<file path="config.mk">
export PLATFORM = sky130hd
export DESIGN_NAME = xbus_driver
export DESIGN_NICKNAME = d
export VERILOG_FILES = /design/src/rtl/xbus_pkg.sv /design/src/rtl/xbus_res_slot.sv /design/src/rtl/xbus_driver.sv
export SDC_FILE = /design/constraint.sdc
export NUM_CORES = 1
export LEC_CHECK = 0
export ABC_CLOCK_PERIOD_IN_PS = 1700
export CAP_MARGIN = 40
export CORE_MARGIN = 3
export CORE_UTILIZATION = 30
export DETAILED_ROUTE_END_ITERATION = 7
export DONT_BUFFER_PORTS = 1
export PLACE_DENSITY_LB_ADDON = 0.2
export SKIP_LAST_GASP = 1
export SYNTH_ARGS = -nofsm -noshare
export SYNTH_HDL_FRONTEND = slang
export SYNTH_HIERARCHICAL = 1
export SYNTH_SLANG_ARGS = --single-unit
</file>
<file path="constraint.sdc">
create_clock -name clk -period 1.7 [get_ports clk]
set_input_delay 0.34 -clock clk [delete_from_list [all_inputs] [get_ports clk]]
set_output_delay 0.34 -clock clk [all_outputs]
set_load 0.005 [all_outputs]
</file>
<file path="src/rtl/xbus_pkg.sv">
// Shared definitions for the xbus driver: FSM state encoding, default tag width
// and the transaction counter increment helper.
package xbus_pkg;

   localparam int XBUS_TW = 2;

   typedef enum logic [1:0] {
      ST_IDLE   = 2'd0,
      ST_ISSUE  = 2'd1,
      ST_WAIT_V = 2'd2,
      ST_FLUSH  = 2'd3
   } xbus_state_e;

   // Free-running 16-bit count; rolls over from 0xFFFF to 0x0000.
   function automatic logic [15:0] xbus_cnt_inc(input logic [15:0] cnt);
      return cnt + 16'd1;
   endfunction

endpackage

</file>
<file path="src/rtl/xbus_res_slot.sv">
// One-entry result register with a valid/ready handshake towards the result consumer.
module xbus_res_slot
   import xbus_pkg::*;
#(
   parameter int PW = 32
)(
   input  logic          clk,
   input  logic          rst_n,
   input  logic          i_load,
   input  logic [PW-1:0] i_psum,
   input  logic          i_ready,
   output logic          o_valid,
   output logic [PW-1:0] o_psum
);

   logic          r_valid;
   logic [PW-1:0] r_psum;

   // A load always wins over a consume in the same cycle; data holds until the next load.
   always_ff @(posedge clk) begin
      if (!rst_n) begin
         r_valid <= 1'b0;
         r_psum  <= '0;
      end else if (i_load) begin
         r_valid <= 1'b1;
         r_psum  <= i_psum;
      end else if (r_valid && i_ready) begin
         r_valid <= 1'b0;
      end else begin
         r_valid <= r_valid;
      end
   end

   assign o_valid = r_valid;
   assign o_psum  = r_psum;

endmodule

</file>
<file path="src/rtl/xbus_driver.sv">
// Bus driver: issues one global-buffer word set to the multicasters and collects the
// returned psum. Optional WAIT_V watchdog enabled by defining XBUS_TIMEOUT_EN.
module xbus_driver
   import xbus_pkg::*;
#(
   parameter  int DATA_WIDTH     = 16,
   parameter  int NUM_COL        = int'(32'd1 << XBUS_TW),
   parameter  int TIMEOUT_CYCLES = 255,
   localparam int TW             = $clog2(NUM_COL)
)(
   input  logic                    clk,
   input  logic                    rst_n,
   input  logic                    glb_valid,
   output logic                    glb_ready,
   input  logic [DATA_WIDTH-1:0]   glb_ifmap,
   input  logic [DATA_WIDTH-1:0]   glb_fltr,
   input  logic [2*DATA_WIDTH-1:0] glb_psum,
   input  logic [TW-1:0]           glb_tag,
   input  logic                    cfg_load,
   input  logic [7:0]              cfg_kernel_size,
   input  logic [TW-1:0]           cfg_id,
   output logic [DATA_WIDTH-1:0]   ifmap_data_B2M,
   output logic [DATA_WIDTH-1:0]   fltr_data_B2M,
   output logic [2*DATA_WIDTH-1:0] psum_data_B2M,
   input  logic [2*DATA_WIDTH-1:0] psum_data_M2B,
   output logic                    CASTER_EN,
   output logic                    READY,
   input  logic                    VALID,
   output logic [TW-1:0]           ID,
   output logic [TW-1:0]           TAG,
   output logic [7:0]              kernel_size,
   input  logic                    flush,
   input  logic                    flush_BUSY,
   output logic                    res_valid,
   input  logic                    res_ready,
   output logic [2*DATA_WIDTH-1:0] res_psum,
   output logic [15:0]             txn_count,
   output logic                    err_timeout
);

   // The watchdog counter is 8 bits wide, so the limit must fit in 1..256.
   if (TIMEOUT_CYCLES < 1 || TIMEOUT_CYCLES > 256) begin : g_bad_timeout
      $error("xbus_driver: TIMEOUT_CYCLES out of range");
   end

   xbus_state_e             r_state;
   xbus_state_e             w_next_state;
   logic [DATA_WIDTH-1:0]   r_ifmap;
   logic [DATA_WIDTH-1:0]   r_fltr;
   logic [2*DATA_WIDTH-1:0] r_psum;
   logic [TW-1:0]           r_tag;
   logic [TW-1:0]           r_id;
   logic [7:0]              r_kernel_size;
   logic [15:0]             r_txn_count;
   logic                    w_in_idle;
   logic                    w_accept;
   logic                    w_res_load;
   logic                    w_res_valid;
   logic                    w_wd_fire;

   assign w_in_idle  = (r_state == ST_IDLE);
   assign glb_ready  = w_in_idle & ~flush & ~flush_BUSY & (~w_res_valid | res_ready);
   assign w_accept   = glb_valid & glb_ready;
   // flush beats a coincident VALID: the returned psum is dropped.
   assign w_res_load = (r_state == ST_WAIT_V) & VALID & ~flush;

`ifdef XBUS_TIMEOUT_EN
   localparam logic [7:0] WD_LAST = 8'(TIMEOUT_CYCLES - 1);

   logic [7:0] r_wd_cnt;
   logic       r_err_timeout;

   assign w_wd_fire = (r_state == ST_WAIT_V) & ~VALID & ~flush & (r_wd_cnt == WD_LAST);

   // Counts consecutive WAIT_V cycles; restarts from zero on every entry.
   always_ff @(posedge clk) begin
      if (!rst_n) begin
         r_wd_cnt <= 8'd0;
      end else if (r_state == ST_WAIT_V) begin
         r_wd_cnt <= r_wd_cnt + 8'd1;
      end else begin
         r_wd_cnt <= 8'd0;
      end
   end

   // Sticky watchdog flag, cleared only by reset.
   always_ff @(posedge clk) begin
      if (!rst_n) begin
         r_err_timeout <= 1'b0;
      end else if (w_wd_fire) begin
         r_err_timeout <= 1'b1;
      end else begin
         r_err_timeout <= r_err_timeout;
      end
   end

   assign err_timeout = r_err_timeout;
`else
   assign w_wd_fire   = 1'b0;
   assign err_timeout = 1'b0;
`endif

   // Next-state decode; flush overrides every state.
   always_comb begin
      w_next_state = r_state;
      if (flush) begin
         w_next_state = ST_FLUSH;
      end else begin
         case (r_state)
            ST_IDLE:   w_next_state = w_accept ? ST_ISSUE : ST_IDLE;
            ST_ISSUE:  w_next_state = ST_WAIT_V;
            ST_WAIT_V: w_next_state = (VALID | w_wd_fire) ? ST_IDLE : ST_WAIT_V;
            ST_FLUSH:  w_next_state = flush_BUSY ? ST_FLUSH : ST_IDLE;
            default:   w_next_state = ST_IDLE;
         endcase
      end
   end

   // State register.
   always_ff @(posedge clk) begin
      if (!rst_n) begin
         r_state <= ST_IDLE;
      end else begin
         r_state <= w_next_state;
      end
   end

   // Transaction registers double as the held *_B2M / TAG outputs.
   always_ff @(posedge clk) begin
      if (!rst_n) begin
         r_ifmap <= '0;
         r_fltr  <= '0;
         r_psum  <= '0;
         r_tag   <= '0;
      end else if (w_accept) begin
         r_ifmap <= glb_ifmap;
         r_fltr  <= glb_fltr;
         r_psum  <= glb_psum;
         r_tag   <= glb_tag;
      end else begin
         r_ifmap <= r_ifmap;
         r_fltr  <= r_fltr;
         r_psum  <= r_psum;
         r_tag   <= r_tag;
      end
   end

   // Configuration is only taken while idle and not accepting a word.
   always_ff @(posedge clk) begin
      if (!rst_n) begin
         r_kernel_size <= 8'd0;
         r_id          <= '0;
      end else if (cfg_load && w_in_idle && !w_accept) begin
         r_kernel_size <= cfg_kernel_size;
         r_id          <= cfg_id;
      end else begin
         r_kernel_size <= r_kernel_size;
         r_id          <= r_id;
      end
   end

   // Completed-transaction counter.
   always_ff @(posedge clk) begin
      if (!rst_n) begin
         r_txn_count <= 16'd0;
      end else if (w_res_load) begin
         r_txn_count <= xbus_cnt_inc(r_txn_count);
      end else begin
         r_txn_count <= r_txn_count;
      end
   end

   xbus_res_slot #(
      .PW (2*DATA_WIDTH)
   ) u_res_slot (
      .clk     (clk),
      .rst_n   (rst_n),
      .i_load  (w_res_load),
      .i_psum  (psum_data_M2B),
      .i_ready (res_ready),
      .o_valid (w_res_valid),
      .o_psum  (res_psum)
   );

   assign res_valid      = w_res_valid;
   assign ifmap_data_B2M = r_ifmap;
   assign fltr_data_B2M  = r_fltr;
   assign psum_data_B2M  = r_psum;
   assign TAG            = r_tag;
   assign ID             = r_id;
   assign kernel_size    = r_kernel_size;
   assign txn_count      = r_txn_count;
   assign CASTER_EN      = (r_state == ST_ISSUE);
   assign READY          = (r_state == ST_WAIT_V);

endmodule

</file>
==> results.sh <==
export IMPL_ios=245
export IMPL_critPathCaptureType="output pin"
export IMPL_gp_congestion=0.739
export IMPL_rsz0062_at_grt="yes"
export IMPL_core_um2=15400
export IMPL_grt_pass1_vias=3553
export IMPL_start_util_pct=30.9
export IMPL_insertion_delay_ns=0.40
export IMPL_syn_nets=652
export IMPL_total_power_mw=6.93
export IMPL_comb_power_share_pct=3.7
export IMPL_antenna_cells=0
export IMPL_firstDrtPassIters=5
export IMPL_rr_worst_depth=7
export IMPL_finalCritPeriodShare_pct=96.2
export IMPL_cts_root_buf="clkbuf_16"
export IMPL_yosysUniqueCellTypes=36
export IMPL_p_sw_share_pct=21.4
export IMPL_yosysSeqAreaShare_pct=53.4
export IMPL_dp_cells=733
export IMPL_p_int_mw=5.45
export IMPL_crit_start="r_state[1]"
export IMPL_start_kind="flip-flop"
export IMPL_cts_hold_buf=0
export IMPL_path_class="reg -> out"
export IMPL_drt_initial_drc_count=166
export IMPL_async_flop_share_pct=0
export IMPL_wirelength_um=12600
export IMPL_overflow=0
export IMPL_status="complete, no violations"
export IMPL_synth_area_per_cell_um2=8.89
export IMPL_vias_per_cell=4.80
export IMPL_synthCells=535
export IMPL_antenna_found_initial=1
export IMPL_cts_tree="done"
export IMPL_rows=45
export IMPL_timing_setup_tns_ns=0
export IMPL_clockBufferDepth=2
export IMPL_layout_min_cycle_time_ns=1.64
export IMPL_critPathArrivalTime_ns=1.30
export IMPL_syn_to_final_growth_pct=20.1
export IMPL_dpl_hpwl_um=8880
export IMPL_final_nets=663
export IMPL_drc=0
export IMPL_r2r_start="r_state[1]"
export IMPL_regToRegEndpoint="psum_data_B2M[10]"
export IMPL_maxCapViolCount=0
export IMPL_via_count=3691
export IMPL_min_from="cfg_kernel_size[2]"
export IMPL_slew_viol_final=0
export IMPL_critPathMaxFanout=7
export IMPL_fin_skew_ns=0.00618
export IMPL_p_switching_mw=1.48
export IMPL_die_w_um=132
export IMPL_seqPwrFrac_pct=45.0
export IMPL_cts_sinks=127
export IMPL_synthFlopType="dfxtp_1"
export IMPL_fillers=1590
export IMPL_grt_pass1_wl_um=19300
export IMPL_cts_buffers_inserted=17
export IMPL_syn_area_um2=4760
export IMPL_worstSetupEndpoint="glb_ready"
export IMPL_p_clk_share_pct=51.3
export IMPL_holdCritPathClass="in -> reg"
export IMPL_synth_yosys_warnings=6
export IMPL_drtAntennaViolNets=0
export IMPL_ff_latch_area_um2=2540
export IMPL_ys_ff_latch=127
export IMPL_p_leak_nw=1.90
export IMPL_grt_max_degree=63
export IMPL_synth_edf_count=0
export IMPL_multiInputGateArea_um2=2000
export IMPL_hold_viol=0
export IMPL_drive_gt1_share_pct=12.2
export IMPL_setup_viol=0
export IMPL_die_h_um=132
export IMPL_dieArea_um2=17400
export IMPL_path_clk_slew_ns=0.06
export IMPL_h_tree_depth=4
export IMPL_r2r_setup_slack_ns=0.09
export IMPL_grtUsageTotal_pct=13.9
export IMPL_io_buffers=0
export IMPL_wl_per_cell_um=16.3
export IMPL_worstPathRequired_ns=1.36
export IMPL_vdd_ir_drop_max_mv=0.601
export IMPL_power_density_nw_per_um2=1210
export IMPL_clock_fmax_mhz=611
export IMPL_stdcell_count=769
-- power by group through the flow --
stage               clock network [mW]  logic (mW)  registers [mW]
floorplan                            0       0.215            3.16
detailed placement                   0       0.247            3.18
finish                            3.56       0.260            3.12
global placement                     0       0.238            3.18
CTS                               3.67       0.249            3.12
global route                      3.84       0.295            3.12
-- state kept, by name, indices dropped and copies added, names as in the netlist --
register            count
psum_data_B2M          32
u_res_slot/o_psum      32
fltr_data_B2M          16
ifmap_data_B2M         16
txn_count              16
kernel_size             8
ID                      2
TAG                     2
r_state                 2
u_res_slot/o_valid      1
-- per-layer routing --
layer,global-route usage (%),routed length (um)
met1,15.1,4900
met2,21.9,5910
met3,8.51,1500
met4,5.83,241
met5,0,12
-- critical path: stages, from the launching register on --
cell     delay [ns]
dfxtp_2        0.35
nor4_2         0.25
buf_4          0.16
and2_4         0.14
-- synth_stat cells (all sizes together) (2+ instances only) --
master | number | area (um^2)
nand2 | 146 | 548
dfxtp | 127 | 2540
a21oi | 74 | 370
nor2b | 35 | 219
mux2i | 33 | 330
clkbuf | 21 | 78.8
buf | 16 | 149
nand3 | 16 | 92.6
o21ai | 13 | 65.1
nor2 | 8 | 30.0
xor2 | 5 | 43.8
inv | 4 | 15.0
nand2b | 4 | 25.0
nand4 | 4 | 25.0
o31ai | 4 | 30.0
or4 | 4 | 30.0
or3 | 3 | 18.8
a31oi | 2 | 12.5
and3 | 2 | 12.5
o311ai | 2 | 17.5
o41ai | 2 | 17.5
-- repair_timing --
action	in CTS	in global routing
pin swaps	1	2
buffers inserted	1	2
cloned	0	2
setup endpoints to repair	1	23
gates resized for setup	2	8
hold endpoints to repair	0	0
-- placed cells by master (no fill, tap or decap), types with 2 or more instances in the layout --
cell type     n
clkbuf_1      2
nand3_1      14
o21ai_0      13
nand4_1       4
o31ai_1       4
a31oi_1       2
a21oi_1      73
or4_1         4
clkbuf_16    19
dfxtp_1     126
xor2_1        5
o41ai_1       2
mux2i_1      33
clkinv_2      6
or3_1         3
inv_1         3
nor2_1        8
buf_12        4
buf_6         3
clkinvlp_4    2
nor2b_1      35
buf_4        20
nand2_1     146
nand2b_1      4
bufinv_16     3
-- metrics by stage --
| step | instance area (um^2) | util [%] | worst slack [ns] | hold slack, ns |
|---|---|---|---|---|
| 3_3_place_gp | 5030 | 32.7 | 0.111 | 0.467 |
| 3_5_place_dp | 5030 | 32.7 | 0.0231 | 0.471 |
| 4_1_cts | 5620 | 36.6 | 0.0147 | 0.0393 |
| 5_1_grt | 5710 | 37.2 | -0.0220 | 0.0329 |
| 6_report | 5710 | 37.2 | 0.0639 | 0.0684 |
| 2_1_floorplan | 4760 | - | 0.125 | 0.452 |
-- how the worst min path moves through the flow --
stage	slack (ns)	endpoint	depth (start not counted)
5_1_grt	0.03	u_res_slot/o_psum[11]	1
2_1_floorplan	0.45	ID[0]	2
6_report	0.07	kernel_size[2]	2
4_1_cts	0.04	psum_data_B2M[18]	2
3_3_place_gp	0.47	fltr_data_B2M[4]	2
3_5_place_dp	0.47	psum_data_B2M[24]	2
-- cells by family (layout without fill, tap and decap cells) --
logic type	after synthesis	after routing	share of synthesized area (%)
AOI/OAI and AO/OA	99	99	11.1
other	1	1	0.0788
adders and majority gates	1	1	0.263
DFF	127	127	53.4
xor gates and xnor gates	6	6	1.10
and+or+nand+nor	227	227	21.9
buffers and inverters	41	64	5.10
muxes	33	33	6.94
-- layout make-up --
class	count	area share, %
repair buffers	29	5.50
clock inverters	12	2.52
inverters	4	0.263
multi-input cells	367	35.0
clock buffers	19	7.58
flip-flops and latches	127	44.5
well taps	211	4.62
Note: power is estimated with default switching activity, not from simulation.
